File: config.mk
export PLATFORM = sky130hd
export DESIGN_NAME = neuron_sequencer
export DESIGN_NICKNAME = d
export VERILOG_FILES = /design/src/rtl/neural_pkg.sv /design/src/rtl/neuron_seq_addr_gen.sv /design/src/rtl/neuron_sequencer.sv
export SDC_FILE = /design/constraint.sdc
export NUM_CORES = 1
export LEC_CHECK = 0
export ABC_CLOCK_PERIOD_IN_PS = 2200
export BUFFER_PORTS_ARGS = -buffer_cell sky130_fd_sc_hd__buf_2
export CORE_MARGIN = 2
export CORE_UTILIZATION = 45
export CTS_BUF_LIST = sky130_fd_sc_hd__clkbuf_8
export DETAILED_ROUTE_END_ITERATION = 8
export PLACE_DENSITY_LB_ADDON = 0.2
export SYNTH_ARGS = -nofsm -noshare
export SYNTH_HDL_FRONTEND = slang
export SYNTH_SLANG_ARGS = --single-unit
File: constraint.sdc
create_clock -name clk -period 2.2 [get_ports clk]
set_input_delay 0.22 -clock clk [delete_from_list [all_inputs] [get_ports clk]]
set_output_delay 0.22 -clock clk [all_outputs]
set_load 0.1 [all_outputs]
File: src/rtl/neural_pkg.sv
// Shared types and default widths for the neuron datapath and its sequencer.
package neural_pkg;

  localparam int NUM_INPUTS_DEF = 49;
  localparam int W_WEIGHT_DEF   = 32;
  localparam int W_PIXEL_DEF    = 8;
  localparam int W_BIAS_DEF     = 32;
  localparam int W_RESULT_DEF   = 32;
  localparam int W_ADDR_DEF     = 16;
  localparam int NEURON_LAT_DEF = 1;

  typedef enum logic [2:0] {
    ST_IDLE,
    ST_CLEAR,
    ST_BIAS,
    ST_STREAM,
    ST_DRAIN,
    ST_DONE
  } seq_state_t;

endpackage

File: src/rtl/neuron_seq_addr_gen.sv
// Beat counter and shared read-address generator for the neuron sequencer.
module neuron_seq_addr_gen
  import neural_pkg::*;
#(
  parameter int NUM_INPUTS = NUM_INPUTS_DEF,
  parameter int W_ADDR     = W_ADDR_DEF
) (
  input  logic              clk,
  input  logic              rstn,
  input  logic              load,
  input  logic [W_ADDR-1:0] base_addr,
  input  logic              addr_inc,
  input  logic              beat_inc,
  output logic [W_ADDR-1:0] addr,
  output logic              last_beat
);

  localparam int W_BEAT = $clog2(NUM_INPUTS + 1);

  logic [W_ADDR-1:0] addr_reg;
  logic [W_BEAT-1:0] beat_reg;

  // Address wraps naturally at 2^W_ADDR.
  always_ff @(posedge clk or negedge rstn) begin
    if (!rstn) begin
      addr_reg <= '0;
      beat_reg <= '0;
    end else begin
      if (load)
        addr_reg <= base_addr;
      else if (addr_inc)
        addr_reg <= addr_reg + W_ADDR'(1);

      if (load)
        beat_reg <= '0;
      else if (beat_inc)
        beat_reg <= beat_reg + W_BEAT'(1);
    end
  end

  assign addr      = addr_reg;
  assign last_beat = (beat_reg == W_BEAT'(NUM_INPUTS - 1));

endmodule

File: src/rtl/neuron_sequencer.sv
// Drives one neuron evaluation: clear, bias load, NUM_INPUTS product beats, drain, result hand-off.
// Optional macro NEURON_SEQ_RELU_EN clamps negative captured results to zero.
module neuron_sequencer
  import neural_pkg::*;
#(
  parameter int NUM_INPUTS   = NUM_INPUTS_DEF,
  parameter int W_WEIGHT     = W_WEIGHT_DEF,
  parameter int W_PIXEL_DATA = W_PIXEL_DEF,
  parameter int W_BIAS       = W_BIAS_DEF,
  parameter int W_RESULT     = W_RESULT_DEF,
  parameter int W_ADDR       = W_ADDR_DEF,
  parameter int NEURON_LAT   = NEURON_LAT_DEF
) (
  input  logic                    clk,
  input  logic                    rstn,
  input  logic                    start,
  input  logic [W_ADDR-1:0]       base_addr,
  input  logic [W_BIAS-1:0]       bias_in,
  output logic                    busy,
  output logic                    rd_en,
  output logic [W_ADDR-1:0]       rd_addr,
  input  logic [W_WEIGHT-1:0]     w_rd_data,
  input  logic [W_PIXEL_DATA-1:0] p_rd_data,
  output logic                    clear,
  output logic                    set_bias,
  output logic [W_BIAS-1:0]       bias,
  output logic                    active,
  output logic [W_WEIGHT-1:0]     weight,
  output logic [W_PIXEL_DATA-1:0] pixel,
  input  logic [W_RESULT-1:0]     sigma,
  output logic                    res_valid,
  input  logic                    res_ready,
  output logic [W_RESULT-1:0]     result
);

  localparam int W_LAT = $clog2(NEURON_LAT + 1);

  seq_state_t          state_reg, state_next;
  logic [W_BIAS-1:0]   bias_reg;
  logic [W_RESULT-1:0] result_reg;
  logic [W_LAT-1:0]    lat_cnt_reg;

  logic                clear_next, set_bias_next, active_next, rd_en_next;
  logic                load, beat_inc, last_beat, drain_last;
  logic [W_ADDR-1:0]   addr;
  logic [W_RESULT-1:0] sigma_post;

  neuron_seq_addr_gen #(
    .NUM_INPUTS (NUM_INPUTS),
    .W_ADDR     (W_ADDR)
  ) u_addr_gen (
    .clk       (clk),
    .rstn      (rstn),
    .load      (load),
    .base_addr (base_addr),
    .addr_inc  (rd_en_next),
    .beat_inc  (beat_inc),
    .addr      (addr),
    .last_beat (last_beat)
  );

`ifdef NEURON_SEQ_RELU_EN
  assign sigma_post = sigma[W_RESULT-1] ? '0 : sigma;
`else
  assign sigma_post = sigma;
`endif

  assign drain_last = (lat_cnt_reg == W_LAT'(NEURON_LAT - 1));

  always_ff @(posedge clk or negedge rstn) begin
    if (!rstn) begin
      state_reg   <= ST_IDLE;
      bias_reg    <= '0;
      result_reg  <= '0;
      lat_cnt_reg <= '0;
    end else begin
      state_reg <= state_next;
      if (load)
        bias_reg <= bias_in;
      if (state_reg == ST_DRAIN && drain_last)
        result_reg <= sigma_post;
      if (state_reg == ST_DRAIN)
        lat_cnt_reg <= lat_cnt_reg + W_LAT'(1);
      else
        lat_cnt_reg <= '0;
    end
  end

  always_comb begin
    state_next    = state_reg;
    clear_next    = 1'b0;
    set_bias_next = 1'b0;
    active_next   = 1'b0;
    rd_en_next    = 1'b0;
    load          = 1'b0;
    beat_inc      = 1'b0;
    case (state_reg)
      ST_IDLE: begin
        if (start) begin
          load       = 1'b1;
          state_next = ST_CLEAR;
        end
      end
      ST_CLEAR: begin
        clear_next = 1'b1;
        state_next = ST_BIAS;
      end
      ST_BIAS: begin
        set_bias_next = 1'b1;
        rd_en_next    = 1'b1;
        state_next    = ST_STREAM;
      end
      ST_STREAM: begin
        // Prefetch the next operand on every beat except the last one.
        active_next = 1'b1;
        beat_inc    = 1'b1;
        rd_en_next  = !last_beat;
        if (last_beat)
          state_next = ST_DRAIN;
      end
      ST_DRAIN: begin
        if (drain_last)
          state_next = ST_DONE;
      end
      ST_DONE: begin
        if (res_ready)
          state_next = ST_IDLE;
      end
      default: state_next = ST_IDLE;
    endcase
  end

  assign busy      = (state_reg != ST_IDLE);
  assign res_valid = (state_reg == ST_DONE);
  assign result    = result_reg;
  assign clear     = clear_next;
  assign set_bias  = set_bias_next;
  assign active    = active_next;
  assign rd_en     = rd_en_next;
  assign rd_addr   = rd_en_next ? addr : '0;
  assign bias      = set_bias_next ? bias_reg : '0;
  assign weight    = active_next ? w_rd_data : '0;
  assign pixel     = active_next ? p_rd_data : '0;

endmodule

======== Word level (Yosys, flattened, before mapping) ========
Cells that the tools add are included.
operators by class
  bitwise gates (word level) .............. 1
  add/subtract/negate cells ............... 3
  equal/unequal tests ..................... 10
  reduce and logical (&&, ||, !) cells .... 7
  mux-type cells .......................... 20
operators with widths
  kind                                                             number
  32-bit 2-to-1 mux                                                2
  16-bit 2-to-1 mux                                                3
  3-bit case mux with 6 select lines                               1
  16-bit by 1-bit adder with 16-bit output, second input constant  1
  3-bit 2-to-1 mux                                                 4
  6-bit 2-to-1 mux                                                 2
  8-bit 2-to-1 mux                                                 1
  6-bit by 1-bit adder with 6-bit output, second input constant    1
  3-bit by 2-bit == test with 1-bit output, second input constant  2
  3-bit == test, second input constant                             2
  6-bit == test, second input constant                             1
  1-bit 2-to-1 mux                                                 6
  2-bit != test, second input constant                             3
  4-bit AND reduction                                              1
  2-bit nonzero test                                               2
  3-bit by 1-bit == test with 1-bit output, second input constant  1
  3-bit zero test                                                  1
  3-bit nonzero test                                               1
  2-bit by 1-bit != test with 1-bit output, second input constant  1
  1-bit case mux with 2 select lines                               1
  1-bit adder, second input constant                               1
  1-bit logical AND                                                1
  1-bit zero test                                                  1
  1-bit NOT                                                        1
storage, ports and cells
  output and inout port bits .............. 126
  logic and storage cells ................. 47
  input bits .............................. 124
  bits in registers ....................... 90

======== Longest topological paths before layout ========
Gate-level depths: netlist of run 1.
  depth after elaboration ................. 5
  depth in mapped cells ................... 9
  gate-level depth less buffers ........... 8

======== By module ========
From an unflattened synthesis of run 1, not the netlist that was laid out.
unflattened totals
  cells, all modules ...................... 396
  area, all modules ....................... 4629.4 µm²
modules (own cells, without submodules)
  module               instances  sequential area each (µm²)  cells an instance  area each (µm²)
  neuron_sequencer     1          1701.6                      257                3362.0
  neuron_seq_addr_gen  1          550.5                       139                1267.5

======== Worst setup path after synthesis of run 1 ========
No wires, ideal clock.
  kind .................................... reg-to-reg
  start point ............................. register state_reg[0]
  end point ............................... register state_reg[1]
  setup time .............................. 0.076 ns
  cell stages (with the launch flop) ...... 4
  period minus slack after synthesis ...... 3.066 ns
  data arrival time ....................... 2.990 ns
  data required time ...................... 2.124 ns
  buffers on the path ..................... 0
  slack ................................... -0.866 ns
  cell sequence ........................... dfrtp_1 -> inv_1 -> nor3_1 -> or2_2
on the way
  cells in the longest elaborated chain, start to end .. 3
  elaborated cells between the ends (all ways) .. 12
  those cells by class .................... eq/ne: 9; mux: 1; reduce/logical: 2
RTL lines
  element                                                                              RTL line                source
  from (decl)                                                                          neuron_sequencer.sv:38  seq_state_t state_reg, state_next;
  from (signal assigned)                                                               neuron_sequencer.sv:77  state_reg <= state_next;
  3-bit by 2-bit == test with 1-bit output, or another cell as far along               neuron_sequencer.sv:97  case (state_reg)
  2-bit != test (no line) or 2-bit by 1-bit != test with 1-bit output (tied branches)  -
  4-bit AND reduction (no line)                                                        -
Parallel ways exist; a longest one is shown, timed or not.
A chain may end at the register's enable or synchronous reset.

======== Worst setup path in the final report of run 1 ========
  start point ............................. register u_addr_gen.beat_reg[1]
  end point ............................... output port rd_addr[6]
on the way
  cells in the longest elaborated chain, start to end .. 4
RTL lines
  element                             RTL line                   source
  from (decl)                         neuron_seq_addr_gen.sv:21  logic [W_BEAT-1:0] beat_reg;
  from (signal assigned)              neuron_seq_addr_gen.sv:37  beat_reg <= beat_reg + W_BEAT'(1);
  6-bit == test                       neuron_seq_addr_gen.sv:42  assign last_beat = (beat_reg == W_BEAT'(NUM_INPUTS - 1));
  1-bit zero test                     neuron_sequencer.sv:117    rd_en_next = !last_beat;
  1-bit case mux with 2 select lines  neuron_sequencer.sv:97
  16-bit 2-to-1 mux                   neuron_sequencer.sv:140    assign rd_addr = rd_en_next ? addr : '0;
  to (decl)                           neuron_sequencer.sv:21     output logic [W_ADDR-1:0] rd_addr,
No other way between the ends.

==> impl_metrics.ini, run 1 <==
[timing]
maxSlewHeadroom_pct = 59.11
finalSetupViolations = 0
fin_skew_ps = 8.356
final-max-slew-violation-count = 0
hold_slack_ps = 50.36
period_share_pct = 99.50
tightest_slew_ps = 613.3
period_minus_slack_ps = 2189
rsz0062_at_grt = yes
max_freq_mhz = 456.8
worst_slack_ps = 11.04
hold_viol_final = 0

[job]
maxCapViolations = 0

[layout]
final_core_util_pct = 78.40
final_area_um2 = 7592
layout-drive-gt1-share_pct = 49.86
n_fill_cell = 617
diodes = 0
nNetsFinal = 838
area_delta_synth_final_pct = 70.50

[clock_network]
cts.clk_slew.worst_paths_ps = 90
cts_inserted_buffers = 9
cts_tree = built
root_buffer = clkbuf_8
cts.sinks = 90
cts.path.max_buffers = 2
h-tree-depth = 3
insertion_delay_ps = 350

[synth]
yosysWarnings = 0
ys.flop_type = dfrtp_1
syn_inst = 459
synthArstFlopShare_pct = 100.0
synth_area_leaders = dfrtp_1 51%, nand2_1 10%, mux2_2 8.1%
synth_seq_cells = 90
synth.cell_area_um2 = 4453
yosysUniqueCellTypes = 41
syn_nets = 586
yosys.area.top_type = dfrtp_1
synth_top_area_share_pct = 50.58
avgSynthCellArea_um2 = 9.702
synth_edf_count = 0
yosysSeqAreaShare_pct = 50.58

[worst_setup_path]
start_kind = flop
crit_path_end_kind = output pin
worst-setup-path-type = reg -> out
crit_arrival_ps = 1970
required_ps = 1980
crit_fanout = 5

[power]
p_leak_nw = 3.966
powerDensity_nw_per_um2 = 454.4
vdd_drop_max_mv = 0.3575

[detailed_routing]
vias_per_cell = 4.985
wl_per_cell_um = 15.49
first_iter_violations = 184
highest_layer = met4
wl_met1_um = 5015
drt_pass1_iterations = 4
ant_nets = 0
drcViolationCount = 0
vias = 4232
wl_met2_um = 6897
wirelength_um = 13150
met3_length_um = 981

[run_status]
status = finished, final reports clean

[floorplan]
die_x_um = 103.5
rows = 36
die_h_um = 103.5
core_area_um2 = 9684
io_pins = 250
die_area_um2 = 10710
start_util_pct = 45.98

[global_routing]
grt_overflow = 0
grtUsageTotal_pct = 24.84
grt_antenna_before_repair = 0
grt_pass1_vias = 4279
grt_max_degree = 63
grt_pass1_wl_um = 20590

[placement]
pre_cts_ws_ps = 186.9
hpwl_um = 9842
gp_congestion = 0.7906
portBuffers = 249
place_area_um2 = 7254

[hold_path]
worstHoldPathType = in -> reg
## final cells by class
| class | instances | area [µm²] | area share [%] |
|---|---|---|---|
| Clock buffer | 10 | 137.6 | 1.813 |
| Clock inverter | 6 | 66.31 | 0.8734 |
| Inverter | 8 | 33.78 | 0.4450 |
| Multi-Input combinational cell | 333 | 2111 | 27.80 |
| Sequential cell | 90 | 2252 | 29.66 |
| Tap cell | 133 | 166.4 | 2.192 |
| Timing Repair Buffer | 267 | 2810 | 37.01 |
| Timing Repair inverter | 2 | 15.01 | 0.1978 |
## metal layers
layer | vias up | track usage [%]
li1 | 1999 | -
met1 | 2043 | 29.67
met2 | 163 | 43.23
met3 | 27 | 7.997
met4 | 0 | 6.781
met5 | - | 0
## synthesized netlist by cell type (5+ instances only)
| master | number |
|---|---|
| nor3_1 | 5 |
| clkbuf_1 | 16 |
| dfrtp_1 | 90 |
| mux2_2 | 32 |
| nor2_1 | 16 |
| nand2_1 | 121 |
| nand3_1 | 5 |
| o21ai_0 | 10 |
| and3_1 | 33 |
| xor2_1 | 6 |
| inv_1 | 8 |
| xnor2_1 | 11 |
| and2_1 | 55 |
| buf_2 | 8 |
## path summary, 6_finish.rpt
check | start | endpoint | slack, ps | cells after the start
max | u_addr_gen.beat_reg[1] | rd_addr[6] | 10 | 8
min | bias_in[24] | bias_reg[24] | 50 | 3
max reg2reg | u_addr_gen.beat_reg[1] | u_addr_gen.addr[6] | 240 | 10
min reg2reg | bias_reg[28] | bias_reg[28] | 470 | 2
max in group asynchronous | rstn | bias_reg[21] | 1080 | 3
min in group asynchronous | rstn | u_addr_gen.addr[8] | 430 | 2
## critical path: stages (launching register included)
cell	delay (ps)
dfrtp_1	400
inv_2	80
ha_4	120
nand4b_1	170
o21ai_4	250
buf_12	150
clkinvlp_4	110
and2_4	190
buf_12	160
## cells by family after synthesis
group | Yosys count | share of synthesized area, %
DFF | 90 | 50.58
AOI/OAI and AO/OA | 25 | 3.569
buffers and inverters | 36 | 3.681
and+or+nand+nor | 256 | 29.90
adders and majority gates | 3 | 0.8430
muxes | 32 | 8.092
xor gates and xnor gates | 17 | 3.344
## stage by stage
| stage | TNS (ps) | cells | total power [mW] |
|---|---|---|---|
| global route | -1584 | 849 | 3.568 |
| global placement | 0 | 822 | 2.323 |
| detailed placement | 0 | 822 | 2.331 |
| CTS | 0 | 847 | 3.482 |
| floorplan | -552.1 | 459 | 2.002 |
| finish | 0 | 849 | 3.450 |
## power breakdown
group | switching, mW | leakage (nW) | total, mW | internal (mW)
Clock | 0.596 | 0.100 | 1.15 | 0.558
Combinational | 0.396 | 2.66 | 0.643 | 0.246
Sequential | 0 | 1.20 | 1.65 | 1.65
## repair_timing
action	CTS	global route
pin swaps	6	6
gates resized for setup	12	2
setup endpoints to repair	15	57
gates cloned	2	0
hold endpoints to repair	44	0
setup buffers	6	2
hold buffers	1	0
## placed cells by master (no fill, tap or decap), types with 12 or more instances in the layout
cell type,count
and2_1,31
and2_4,14
dfrtp_1,90
buf_2,157
nor2_1,15
buf_12,95
buf_4,12
nand2_1,121
mux2_2,32
and3_1,33
Note: power is estimated with default switching activity, not from simulation.
==> inputs of run 2 (changes only) <==
- SETUP_SLACK_MARGIN: not set -> 0.5
==> impl_metrics.ini, run 2 (same netlist as run 1, synthesis figures left out) <==
[layout]
nNetsFinal = 879
final_cell_count_no_fill = 890
area_delta_synth_final_pct = 98.23
final_cell_mix = 154 x buf_2, 120 x nand2_1, 105 x buf_12, 87 x dfrtp_1, 55 x and2_4
final_core_util_pct = 91.15
layout-drive-gt1-share_pct = 63.89
layout_commonest_cell = buf_2

[global_routing]
grtUsageTotal_pct = 30.73
grtUsageMet2_pct = 52.66
grt_pass1_vias = 4717
grt_overflow = 0
grt.busiest_layer = met2
grt_antenna_before_repair = 1
grt_max_degree = 41
grtUsageMet3_pct = 7.056
grt_pass1_wl_um = 24800
grtUsageMet1_pct = 37.13

[timing]
rsz0062_at_grt = yes
maxSlewHeadroom_pct = 65.71
period_share_pct = 96.93
fin_skew_ps = 23.37
worst_slack_ps = 67.47
max_freq_mhz = 468.9
finalSetupViolations = 0
hold_viol_final = 0
final-max-slew-violation-count = 0
tightest_slew_ps = 518.0
period_minus_slack_ps = 2133

[detailed_routing]
first_iter_violations = 308
drt_pass1_iterations = 5
vias = 4945
wirelength_um = 20100
vias_per_cell = 5.556
ant_nets = 0
wl_per_cell_um = 22.58
drcViolationCount = 0

[worst_setup_path]
start_kind = flop
crit_path_end_kind = output pin
worst-setup-path-type = reg -> out
slowest_delay_ps = 420
path_cells = inv_2, ha_4, nand4b_1, o21ai_4, inv_6, and2_4, buf_12
crit_arrival_ps = 1910
cp_top_family = flip-flops
required_ps = 1980
path_buf_inv = 3
regToRegSetupSlack_ps = 140
crit_fanout = 21
cp_slowest_cell = dfrtp_1

[placement]
gp_congestion = 0.8162
pre_cts_ws_ps = 309.6
dpl.cell_count = 824
hpwl_um = 10010
portBuffers = 249

[run_status]
status = finished, final reports clean

[clock_network]
insertion_delay_ps = 370
cts_tree = built
cts_inserted_buffers = 9
cts.clk_slew.worst_paths_ps = 110
cts.sinks = 90
root_buffer = clkbuf_8
h-tree-depth = 3
cts.path.max_buffers = 2

[power]
comb_power_share_pct = 19.7
p_int_mw = 2.482
p_sw_mw = 1.046
seqPwrFrac_pct = 46.8
p_leak_nw = 4.429
swShare_pct = 29.65
vdd_drop_max_mv = 0.4377
clkPwrFrac_pct = 33.5
power_mw = 3.528
powerDensity_nw_per_um2 = 399.7

[floorplan]
rows = 36
die_h_um = 103.5
io_pins = 250
die_area_um2 = 10710
die_x_um = 103.5
core_area_um2 = 9684
start_util_pct = 45.98

[job]
maxCapViolations = 0

[hold_path]
worstHoldPathType = in -> reg
## run 2: changes by cell type in the layout (fill, tap and decap cells not counted), sizes merged
cell,previous run,this run
buf,266,304
clkbuf,10,15
clkinvlp,5,0
clkinv,1,3
diode,0,1
## run 2: metal layers
metal,up-vias,wire [µm]
met4,0,940
met3,100,1590
met2,354,10380
li1,2090,-
met5,-,0
met1,2401,7189
## run 2: layout make-up
| cell class | count | area (µm²) |
|---|---|---|
| fill | 355 | 857.1 |
| antenna | 1 | 2.502 |
| tap | 133 | 166.4 |
| clock buffer | 10 | 137.6 |
| sequential | 90 | 2256 |
| inverter | 8 | 35.03 |
| clock inverter | 5 | 53.80 |
| timing repair buffer | 310 | 3577 |
| multi-input combinational | 333 | 2599 |
## run 2: worst paths after layout
kind                                        start                  end  depth (start not counted)
max                        u_addr_gen.beat_reg[0]           rd_addr[0]                          7
max in group asynchronous                    rstn         state_reg[0]                          3
min in group asynchronous                    rstn  u_addr_gen.addr[14]                          2
min                                   bias_in[25]         bias_reg[25]                          3
min reg2reg                          bias_reg[17]         bias_reg[17]                          2
max reg2reg                u_addr_gen.beat_reg[0]  u_addr_gen.addr[14]                         11
## run 2: metrics by stage
step / TNS, ps / hold slack [ps] / instance area (µm²)
2_1_floorplan: 0 / -75.59 / 4679
3_3_place_gp: 0 / 188.3 / 7407
3_5_place_dp: 0 / 187.6 / 7407
4_1_cts: 0 / 33.96 / 8314
5_1_grt: -36.13 / 35.81 / 8827
6_report: 0 / 44.84 / 8827
## run 2: power groups by stage
stage / Clock, mW / Combinational (mW) / Sequential, mW
floorplan: 0 / 0.347 / 1.69
global placement: 0 / 0.669 / 1.69
detailed placement: 0 / 0.677 / 1.69
CTS: 1.14 / 0.682 / 1.65
global route: 1.25 / 0.716 / 1.65
finish: 1.18 / 0.694 / 1.65
## run 2: worst register-to-register path, cell delays in order, from the launching register on
cell and delay [ps]:
dfrtp_1 420, inv_2 100, ha_4 130, nand4b_1 160
o21ai_4 240, buf_6 140, buf_12 120, buf_8 110
buf_12 140, nor4_4 50, xnor2_1 230, a21oi_1 110
## run 2: repair_timing
action                                 in CTS  in global routing
hold buffers                                1                  0
endpoints found under the hold margin      30                  0
pin swaps                                  45                 42
setup endpoints to repair                 122                170
resized for setup                          77                 79
buffers inserted                           25                 10
gates cloned                                8                  6
==> inputs of run 3 (changes only) <==
- PLACE_DENSITY: not set -> 0.81
- PLACE_DENSITY_LB_ADDON: 0.2 -> not set
==> impl_metrics.ini, run 3 <==
[run_status]
status = did not finish
haltStage = global routing
error = [ERROR DPL-0038] Utilization greater than 100%, impossible to legalize

[timing]
endpoint_type = top-level output
crit_endpoint = rd_addr[1]

[synth]
yosys.area.top_type = dfrtp_1
yosysUniqueCellTypes = 41
yosysSeqAreaShare_pct = 50.58
synth.most_common_cell = nand2_1
syn_inst = 459
synth_area_leaders = dfrtp_1 51%, nand2_1 10%, mux2_2 8.1%
synth_seq_cells = 90
syn_nets = 586
ys.flop_type = dfrtp_1
synth_common_cells = 121 x nand2_1, 90 x dfrtp_1, 55 x and2_1
synthArstFlopShare_pct = 100.0
synth.cell_area_um2 = 4453
avgSynthCellArea_um2 = 9.702
synth_top_area_share_pct = 50.58
synth_edf_count = 0
yosysWarnings = 0

[clock_network]
h-tree-depth = 3
root_buffer = clkbuf_8
cts.path.max_buffers = 2
cts_inserted_buffers = 9
cts.sinks = 90

[floorplan]
rows = 36
die_x_um = 103.5
die_h_um = 103.5
io_pins = 250
start_util_pct = 45.98

[placement]
portBuffers = 249
hpwl_um = 10590
gp_congestion = 0.8495

[global_routing]
grt_max_degree = 53
[run 3: cell families after synthesis]
logic type | Yosys count | synth area share [%]
AO/OA/AOI/OAI | 25 | 3.569
AND/OR/NAND/NOR | 256 | 29.90
flip-flops | 90 | 50.58
XOR/XNOR | 17 | 3.344
adder cells (fa/ha/maj) | 3 | 0.8430
multiplexers | 32 | 8.092
buffers and inverters | 36 | 3.681
[run 3: what timing repair did]
| action | CTS |
|---|---|
| gates resized for setup | 91 |
| endpoints found under the setup margin | 149 |
| hold buffers | 1 |
| hold endpoints to repair | 38 |
| buffers inserted | 40 |
| cloned | 13 |
| pin swaps | 65 |
[run 3: metrics by stage]
step	instances	cell area [µm²]	util, %	setup WS (ps)
floorplan	459	4679	-	62.71
global placement	823	7415	76.56	427.2
detailed placement	823	7415	76.56	286.8
CTS	893	8657	89.39	152.5
==> inputs of run 4 (changes only) <==
- CORE_UTILIZATION: 45 -> 30
- CTS_BUF_LIST: sky130_fd_sc_hd__clkbuf_8 -> not set
- PLACE_DENSITY: 0.81 -> not set
- PLACE_DENSITY_LB_ADDON: not set -> 0.15
- SETUP_SLACK_MARGIN: 0.5 -> not set
==> impl_metrics.ini, run 4 (same netlist as run 1, synthesis figures left out) <==
[run_status]
status = finished, final reports clean

[power]
p_sw_mw = 1.032
clkPwrFrac_pct = 40.3
seqPwrFrac_pct = 43.0
p_int_mw = 2.813
power_mw = 3.845
powerDensity_nw_per_um2 = 494.7
comb_power_share_pct = 16.7
vdd_drop_max_mv = 0.6014
swShare_pct = 26.83
p_leak_nw = 4.031

[timing]
setup_tns_ps = 0
tightest_slew_ps = 593.0
fin_skew_ps = 4.347
maxSlewHeadroom_pct = 60.46
hold_slack_ps = 64.40
finalSetupViolations = 0
max_freq_mhz = 461.4
hold_viol_final = 0
period_minus_slack_ps = 2168
period_share_pct = 98.52
final-max-slew-violation-count = 0
rsz0062_at_grt = yes

[global_routing]
grtUsageTotal_pct = 17.10
grt_pass1_vias = 4246
grt_pass1_wl_um = 21660
grt_antenna_before_repair = 0
grt_max_degree = 49
grt_overflow = 0

[worst_setup_path]
reg2reg_from = u_addr_gen.beat_reg[0]
worst-setup-path-type = reg -> out
crit_arrival_ps = 1950
crit_path_end_kind = output pin
slowest_delay_ps = 400
cp_slowest_cell = dfrtp_1
required_ps = 1980
path_cells = inv_2, ha_4, nand4b_1, o21ai_4, buf_6, clkinvlp_4, and2_4, buf_12
crit_fanout = 6
start_kind = flop
cp-startpoint = u_addr_gen.beat_reg[0]

[clock_network]
cts.path.max_buffers = 2
cts.clk_slew.worst_paths_ps = 60
cts.sinks = 90
insertion_delay_ps = 340
cts_inserted_buffers = 9
h-tree-depth = 3
cts_tree = built
root_buffer = clkbuf_16

[floorplan]
core_area_um2 = 14530
die_h_um = 125.8
rows = 44
die_x_um = 125.8
die_area_um2 = 15830
io_pins = 250
start_util_pct = 30.64

[placement]
gp_congestion = 0.7964
portBuffers = 249
hpwl_um = 9919

[detailed_routing]
wirelength_um = 13500
drcViolationCount = 0
first_iter_violations = 202
ant_nets = 0
vias = 4177
vias_per_cell = 4.621
drt_pass1_iterations = 4
wl_per_cell_um = 14.93

[layout]
diodes = 0
layout-drive-gt1-share_pct = 50.00
layout_commonest_cell = buf_2
nNetsFinal = 842
area_delta_synth_final_pct = 74.54
final_cell_mix = 157 x buf_2, 121 x nand2_1, 94 x buf_12, 90 x dfrtp_1, 33 x and3_1

[hold_path]
worstHoldPathType = in -> reg
hp-start = bias_in[2]

[job]
maxCapViolations = 0
-- run 4: per-layer routing --
layer  share of wire, %  GRT usage [%]
met2                 50          29.67
met4                1.1          4.654
met1                 42          20.26
met5                  0              0
met3                7.5          5.862
-- run 4: layout make-up --
class	instances	area, µm²
fillers	1296	6761
well taps	184	230.2
clock buffers	12	246.5
flip-flops and latches	90	2252
inverters	8	33.78
multi-input cells	333	2116
repair buffers	271	2828
clock inverters	4	51.30
repair inverters	2	15.01
-- run 4: timing repair --
action,4_1_cts,5_1_grt
hold buffers,1,0
setup endpoints to repair,25,23
resized for setup,11,4
setup buffers,8,3
pin swaps,4,12
hold endpoints to repair,42,0
cloned,2,0
-- run 4: worst max-delay path, delay by kind of cell, from the launching register on --
| kind | cells | cell delay, ps |
|---|---|---|
| AND/OR/NAND/NOR | 2 | 360 |
| flip-flops | 1 | 400 |
| adder cells (fa/ha/maj) | 1 | 120 |
| AO/OA/AOI/OAI | 1 | 190 |
| buffers and inverters | 4 | 540 |
-- run 4: worst paths after layout --
path / endpoint / slack, ps / depth (start not counted)
hold reg to reg: bias_reg[18] / 470 / 2
setup reg to reg: u_addr_gen.addr[6] / 120 / 11
setup / recovery: rd_addr[7] / 30 / 8
min in group asynchronous: u_addr_gen.addr[5] / 420 / 2
max in group asynchronous: bias_reg[21] / 1110 / 3
hold / removal: bias_reg[2] / 60 / 3
-- run 4: per-stage QoR --
| stage | area [µm²] | utilization [%] | setup WS, ps | cells |
|---|---|---|---|---|
| after floorplan | 4494 | - | -276.0 | 459 |
| after global placement | 7326 | 50.40 | 225.8 | 874 |
| after detailed placement | 7326 | 50.40 | 103.6 | 874 |
| after CTS | 7737 | 53.24 | 17.79 | 901 |
| after global routing | 7772 | 53.48 | -35.86 | 904 |
| final | 7772 | 53.48 | 32.49 | 904 |
-- run 4: power groups by stage --
stage                     combinational, mW  sequential [mW]  clock [mW]
after floorplan                       0.315             1.69           0
after global placement                0.643             1.69           0
after detailed placement              0.646             1.69           0
after CTS                             0.649             1.65        1.60
after global routing                  0.668             1.65        1.66
final                                 0.642             1.65        1.55
